==> config.mk <==
export PLATFORM = sky130hd
export DESIGN_NAME = msk_and_hpc2_sched
export DESIGN_NICKNAME = d
export VERILOG_FILES = /design/src/rtl/msk_and_hpc2_sched.sv
export SDC_FILE = /design/constraint.sdc
export NUM_CORES = 1
export LEC_CHECK = 0
export BUFFER_PORTS_ARGS = -buffer_cell sky130_fd_sc_hd__clkbuf_2
export CELL_PAD_IN_SITES_DETAIL_PLACEMENT = 1
export CELL_PAD_IN_SITES_GLOBAL_PLACEMENT = 1
export CORE_MARGIN = 4
export CORE_UTILIZATION = 33
export DETAILED_ROUTE_END_ITERATION = 10
export GPL_ROUTABILITY_DRIVEN = 0
export GPL_TIMING_DRIVEN = 0
export PLACE_DENSITY = 0.83
export SYNTH_ARGS = -nofsm -noshare
export SYNTH_HDL_FRONTEND = slang
export SYNTH_SLANG_ARGS = --single-unit
==> constraint.sdc <==
create_clock -name clk -period 2.71 [get_ports clk]
set_clock_uncertainty 0.1 [all_clocks]
set_input_delay 0.4065 -clock clk [delete_from_list [all_inputs] [get_ports clk]]
set_output_delay 0.4065 -clock clk [all_outputs]
set_load 0.005 [all_outputs]
==> src/rtl/msk_and_hpc2_sched.sv <==
// msk_and_hpc2_sched: round-robin issue scheduler sharing one latency-2 HPC2 masked AND gadget.
// Optional build macro MSKSCHED_ZEROIZE_EN zeroes gadget inputs and rsp_data on bubble cycles.
module msk_and_hpc2_sched #(
   parameter int d    = 2,
   parameter int NREQ = 4,
   parameter int IDW  = $clog2(NREQ),
   parameter int RND  = d*(d-1)/2
) (
   input  logic              clk,
   input  logic              rst,
   input  logic [NREQ-1:0]   req_valid,
   output logic [NREQ-1:0]   req_ready,
   input  logic [NREQ*d-1:0] req_a,
   input  logic [NREQ*d-1:0] req_b,
   input  logic [RND-1:0]    rnd_in,
   input  logic              rnd_valid,
   output logic              rnd_ready,
   output logic [d-1:0]      g_ina,
   output logic [RND-1:0]    g_rnd,
   output logic [d-1:0]      g_inb,
   output logic [d-1:0]      g_ina_prev,
   input  logic [d-1:0]      g_out,
   output logic              rsp_valid,
   output logic [IDW-1:0]    rsp_id,
   output logic [d-1:0]      rsp_data,
   output logic              idle
);
   logic [IDW-1:0] ptr_q, ptr_d, cand, idx, id1_q, id1_d, id2_q;
   logic [d-1:0]   a1_q, a1_d, b1_q, b1_d, a_sel, b_sel;
   logic           v1_q, v2_q, issue, found;
   // Candidate is the first valid index after ptr; with no valid request it is ptr+1.
   always_comb begin
      cand  = IDW'((int'(ptr_q) + 1) % NREQ);
      idx   = '0;
      found = 1'b0;
      for (int k = 1; k <= NREQ; k++) begin
         idx = IDW'((int'(ptr_q) + k) % NREQ);
         if (!found && req_valid[idx]) begin
            cand  = idx;
            found = 1'b1;
         end
      end
   end
   assign issue      = rnd_valid & |req_valid;
   assign rnd_ready  = issue;
   assign req_ready  = issue ? NREQ'(1) << cand : '0;
   assign a_sel      = req_a[cand*d +: d];
   assign b_sel      = req_b[cand*d +: d];
   assign ptr_d      = issue ? cand : ptr_q;
   assign id1_d      = issue ? cand : id1_q;
   assign g_inb      = b1_q;
   assign g_ina_prev = a1_q;
   assign rsp_valid  = v2_q;
   assign rsp_id     = id2_q;
   assign idle       = ~v1_q & ~v2_q & ~issue;
`ifdef MSKSCHED_ZEROIZE_EN
   assign g_ina    = issue ? a_sel : '0;
   assign g_rnd    = issue ? rnd_in : '0;
   assign a1_d     = issue ? a_sel : '0;
   assign b1_d     = issue ? b_sel : '0;
   assign rsp_data = v2_q ? g_out : '0;
`else
   assign g_ina    = a_sel;
   assign g_rnd    = rnd_in;
   assign a1_d     = issue ? a_sel : a1_q;
   assign b1_d     = issue ? b_sel : b1_q;
   assign rsp_data = g_out;
`endif
   always_ff @(posedge clk or posedge rst) begin
      if (rst) begin
         ptr_q <= IDW'(NREQ - 1);
         a1_q  <= '0;
         b1_q  <= '0;
         id1_q <= '0;
         id2_q <= '0;
         v1_q  <= 1'b0;
         v2_q  <= 1'b0;
      end else begin
         ptr_q <= ptr_d;
         a1_q  <= a1_d;
         b1_q  <= b1_d;
         id1_q <= id1_d;
         id2_q <= id1_q;
         v1_q  <= issue;
         v2_q  <= v1_q;
      end
   end
endmodule
## After elaboration in Yosys (flattened, before gate mapping)

Cells that the tools add are included.

- Output and inout port bits: 18
- Word-level logic and storage cells: 46
- Register bits after elaboration: 12
- Input port bits: 26

- Shifts and indexed selects: 3
- Bitwise logic cells: 6
- Reductions and logical operators: 7
- Order comparisons: 4
- Multiplexer cells: 15
- Add/sub/neg operators: 4

Operator list:

| operator | count |
|---|---|
| 8-bit by 4-bit indexed part select with 2-bit output | 2 |
| 2-bit by 3-bit < comparator with 1-bit output, second input constant | 4 |
| 1-bit binary-select mux with 2-bit select | 4 |
| 1-bit two-way mux | 7 |
| 2-bit two-way mux | 3 |
| 2-bit by 1-bit adder with 2-bit output, second input constant | 2 |
| 2-bit adder, second input constant | 2 |
| 4-bit two-way mux | 1 |
| 4-bit OR reduction | 1 |
| 1-bit by 2-bit << shifter with 4-bit output, first input constant | 1 |
| 1-bit bitwise AND | 3 |
| 1-bit logical AND | 3 |
| 1-bit zero test | 3 |
| 1-bit NOT | 3 |

## Longest topological paths before layout

- Word-level depth: 15
- Depth in mapped cells: 6
- Gate-level depth less buffers: 5

## Least setup slack after synthesis

Ideal clock, no wire load.

- Kind: input -> output
- Start: in req_valid[0]
- End: out g_ina[0]
- Setup slack: 0.757 ns
- Stages on the path: 6
- Data arrival time: 1.446 ns
- Buffers on the path: 1
- Required time: 2.204 ns
- Path through: or2_1 -> a21o_1 -> and3_4 -> buf_6 -> a211oi_2 -> nor2_1

- Cells in the longest elaborated chain, start to end: 13
- Elaborated cells on any way between the ends: 21

Ends and longest elaborated chain:

| item | RTL line | text |
|---|---|---|
| start: declaration | 11 | `input logic [NREQ-1:0] req_valid,` |
| 1-bit binary-select mux with 2-bit select | 38 | `if (!found && req_valid[idx]) begin` |
| 1-bit two-way mux (implied by the code) | 38 |  |
| 1-bit two-way mux | 38 |  |
| 1-bit zero test | 38 |  |
| 1-bit logical AND | 38 |  |
| 1-bit two-way mux | 38 |  |
| 1-bit zero test | 38 |  |
| 1-bit logical AND | 38 |  |
| 1-bit two-way mux | 38 |  |
| 1-bit zero test | 38 |  |
| 1-bit logical AND | 38 |  |
| 2-bit two-way mux * | 38 |  |
| 8-bit by 4-bit indexed part select with 2-bit output * | 47 | `assign a_sel = req_a[cand*d +: d];` |
| end: declaration | 18 | `output logic [d-1:0] g_ina,` |

Every way passes the cells marked *; elsewhere a longest branch is shown, timed or not. The select of a mux whose other input is x is not followed.

## Worst setup path in the final report

- Start: reg ptr_q[0]
- End: out g_ina[0]

- Cells in the longest elaborated chain, start to end: 14
- Elaborated cells on any way between the ends: 25

Ends and longest elaborated chain:

| item | RTL line | text |
|---|---|---|
| start: declaration | 28 | `logic [IDW-1:0] ptr_q, ptr_d, cand, idx, id1_q, id1_d, id2_q;` |
| start signal: assignment | 71 | `ptr_q <= IDW'(NREQ - 1);` |
| start signal: assignment | 79 | `ptr_q <= ptr_d;` |
| 2-bit by 1-bit adder with 2-bit output | 33, 37 |  |
| 1-bit binary-select mux with 2-bit select | 38 |  |
| 1-bit two-way mux (implied by the code) | 38 |  |
| 1-bit two-way mux | 38 |  |
| 1-bit zero test | 38 |  |
| 1-bit logical AND | 38 |  |
| 1-bit two-way mux | 38 |  |
| 1-bit zero test | 38 |  |
| 1-bit logical AND | 38 |  |
| 1-bit two-way mux | 38 |  |
| 1-bit zero test | 38 |  |
| 1-bit logical AND | 38 |  |
| 2-bit two-way mux * | 38 |  |
| 8-bit by 4-bit indexed part select with 2-bit output * | 47 |  |

Marks and branches as above.

==> flow_summary.ini <==
[pwr]
total_power_w = 0.0007941
power_density_nw_per_um2 = 745.8
p_leak_nw = 0.5349
ir_drop_v = 0.0003501

[placement]
place_inst = 150
place_area_um2 = 1028
port_buffers = 40
dp_hpwl_um = 1907

[logic_synthesis]
syn_area_per_cell_um2 = 9.674
ys_types = 33
synth_edf_count = 0
synth_commonest_cells = nor2_1, dfrtp_1, inv_1
synthXorXnorAreaFrac = 0.01104
synth_area_leaders = dfrtp_1, dfstp_2, nor2_1
synthSimpleGateAreaFrac = 0.2192
synth_top_family_by_area = compound AO/OA/AOI/OAI gates
synth_fp_nets = 108
synthAdderAreaFrac = 0
ys_dominant_reg_cell = dfrtp_1
synth_compound_area_frac = 0.2808
muxShareOfSynthArea = 0.02524
ys_warn_count = 0
synth-seq-area-share = 0.3817
synth-async-reset-ratio = 1.000
ys_ff_latch = 12
synth_cells = 82
yosysTopAreaCellShare = 0.3155
post-synth-top-count-cell = nor2_1
mappedNetlistArea_um2 = 793.3
synth_top_area_cell = dfrtp_1

[status]
status = finished clean

[drt]
drc = 0
ant_nets = 0
via_per_inst = 5.084
drtIter0Drc = 10
vias = 783
drt_first_pass_iters = 4
wirelength_um = 2409
routedWlPerCell_um = 15.64

[final_layout]
n_fill_cell = 280
final_design_area_no_fill_um2 = 1065
final_util = 0.4723
seq_area_um2 = 302.8
stdcell_count = 154
synthToLayoutAreaGrowth_pct = 34.23
final_layout_size_suffix_gt1_frac = 0.5397
final_nets = 153
antennaDiodeCount = 0
multiInputGateArea_um2 = 425.4

[clocking]
clk_latency_ns = 0.27
cts-root-buf = clkbuf_4
clockBufferDepth = 2
cts_tree = done
path_clk_slew_ns = 0.08
cts_setup_buffers = 0
cts_hold_buf = 0
clock_sinks = 12
cts_resized = 0
htreeDepth = 1
cts_buffers = 3

[sta]
worst_pin_slew_ns = 0.4538
slew-limit-headroom = 0.6972
finalSetupTns_ns = 0
finalCriticalPeriod_ns = 2.524
rsz0062_at_grt = false
slew_violations = 0
max_freq_mhz = 396.2
hold_viol_final = 0
fin_crit_sh = 0.9313
setup_viol_count_final = 0

[critical_path]
crit_chain = nor2b_2 > o21ai_4 > nand3_1 > a221oi_1 > nor2_1 > clkbuf_2
worstRegToRegCells = 5
path_max_fanout = 8
cp-end-kind = output port
crit_type = reg2out
worst_path_largest_cell_delay_ns = 0.60
reg2reg_slack_ns = 0.82
critPathTopFamily = compound AO/OA/AOI/OAI gates
r2r-end = g_ina_prev[0]
arrival_ns = 2.02
cp-start-kind = register
critPathBufInv = 1
r2r-start = ptr_q[0]
critPathSlowestCell = dfstp_2
required_ns = 2.20

[job]
cap_violations = 0

[floorplan]
dieArea_um2 = 3252
ios = 44
die_w_um = 57.03
die_y_um = 57.03
initial_core_util = 0.3518
rows = 17
coreArea_um2 = 2255

[global_routing]
grt_antenna_before_repair = 0
globalRouteTotalUtil = 0.1548
overflow = 0
grt_pass1_vias = 869
grt_max_degree = 13
grt_first_pass_wirelength_um = 4057

[hold_path]
min_path_type = in2async
cells by family (layout without fill, tap and decap cells):
| group | Yosys count | count (layout) |
|---|---|---|
| AND/OR/NAND/NOR | 31 | 31 |
| XOR/XNOR | 1 | 1 |
| buffers and inverters | 12 | 56 |
| AO/OA/AOI/OAI | 24 | 24 |
| flip-flops | 12 | 12 |
| multiplexers | 2 | 2 |
final cells by class:
type / instances / share of cell area
timing repair buffer: 40 / 0.1880
buffer: 5 / 0.03643
sequential: 12 / 0.2844
clock buffer: 4 / 0.03408
tap: 28 / 0.03290
multi-input combinational: 58 / 0.3995
inverter: 7 / 0.02468
where the power goes:
part	leakage, nW	switching (W)	total, W	internal (W)
combinational	0.376	0.000198	0.000370	0.000172
clock	0.0210	0.0000602	0.000142	0.0000815
sequential	0.138	0.0000426	0.000282	0.000239
per-layer routing:
| metal | up-vias | GRT usage | part of all wire |
|---|---|---|---|
| li1 | 380 | - | - |
| met1 | 373 | 0.1848 | 0.42 |
| met2 | 28 | 0.2806 | 0.52 |
| met3 | 2 | 0.02489 | 0.051 |
| met4 | 0 | 0.04967 | 0.0079 |
| met5 | - | 0 | 0 |
cells in the final DEF, fill, tap and decap left out, types with 3 or more instances in the layout:
cell / n
nor2_1: 12
nor3_1: 3
a31oi_1: 4
clkbuf_4: 3
inv_1: 5
a21o_1: 3
dfrtp_1: 10
nand2_1: 3
clkbuf_2: 40
buf_4: 3
state kept, by name (all words and copies together) (netlist names):
| signal | count |
|---|---|
| rsp_id | 2 |
| ptr_q | 2 |
| g_inb | 2 |
| id1_q | 2 |
| g_ina_prev | 2 |
| rsp_valid | 1 |
| v1_q | 1 |
worst reg2reg max path, cell delays in order, from the launching register on:
cell      delay (ns)
dfstp_2         0.60
nor2b_2         0.07
o21ai_4         0.24
nand3_1         0.20
a221oi_1        0.44
o31ai_1         0.11
per-stage QoR:
stage / hold WS [ns] / setup slack (ns)
floorplan: 0.1698 / 0.7574
global placement: 0.2576 / 0.4404
detailed placement: 0.2712 / 0.4175
CTS: 0.01853 / 0.1546
global route: 0.05134 / 0.02276
finish: 0.01296 / 0.1863
how the worst max path moves through the flow:
stage | from | cells after the start | slack [ns] | to
2_1_floorplan | req_valid[0] | 6 | 0.76 | g_ina[0]
3_3_place_gp | req_valid[0] | 8 | 0.44 | g_ina[1]
3_5_place_dp | req_valid[0] | 8 | 0.42 | g_ina[0]
4_1_cts | ptr_q[0] | 6 | 0.15 | g_ina[1]
5_1_grt | ptr_q[0] | 6 | 0.02 | g_ina[0]
6_report | ptr_q[0] | 6 | 0.19 | g_ina[0]
No activity file was read; power rests on OpenSTA's default activity.
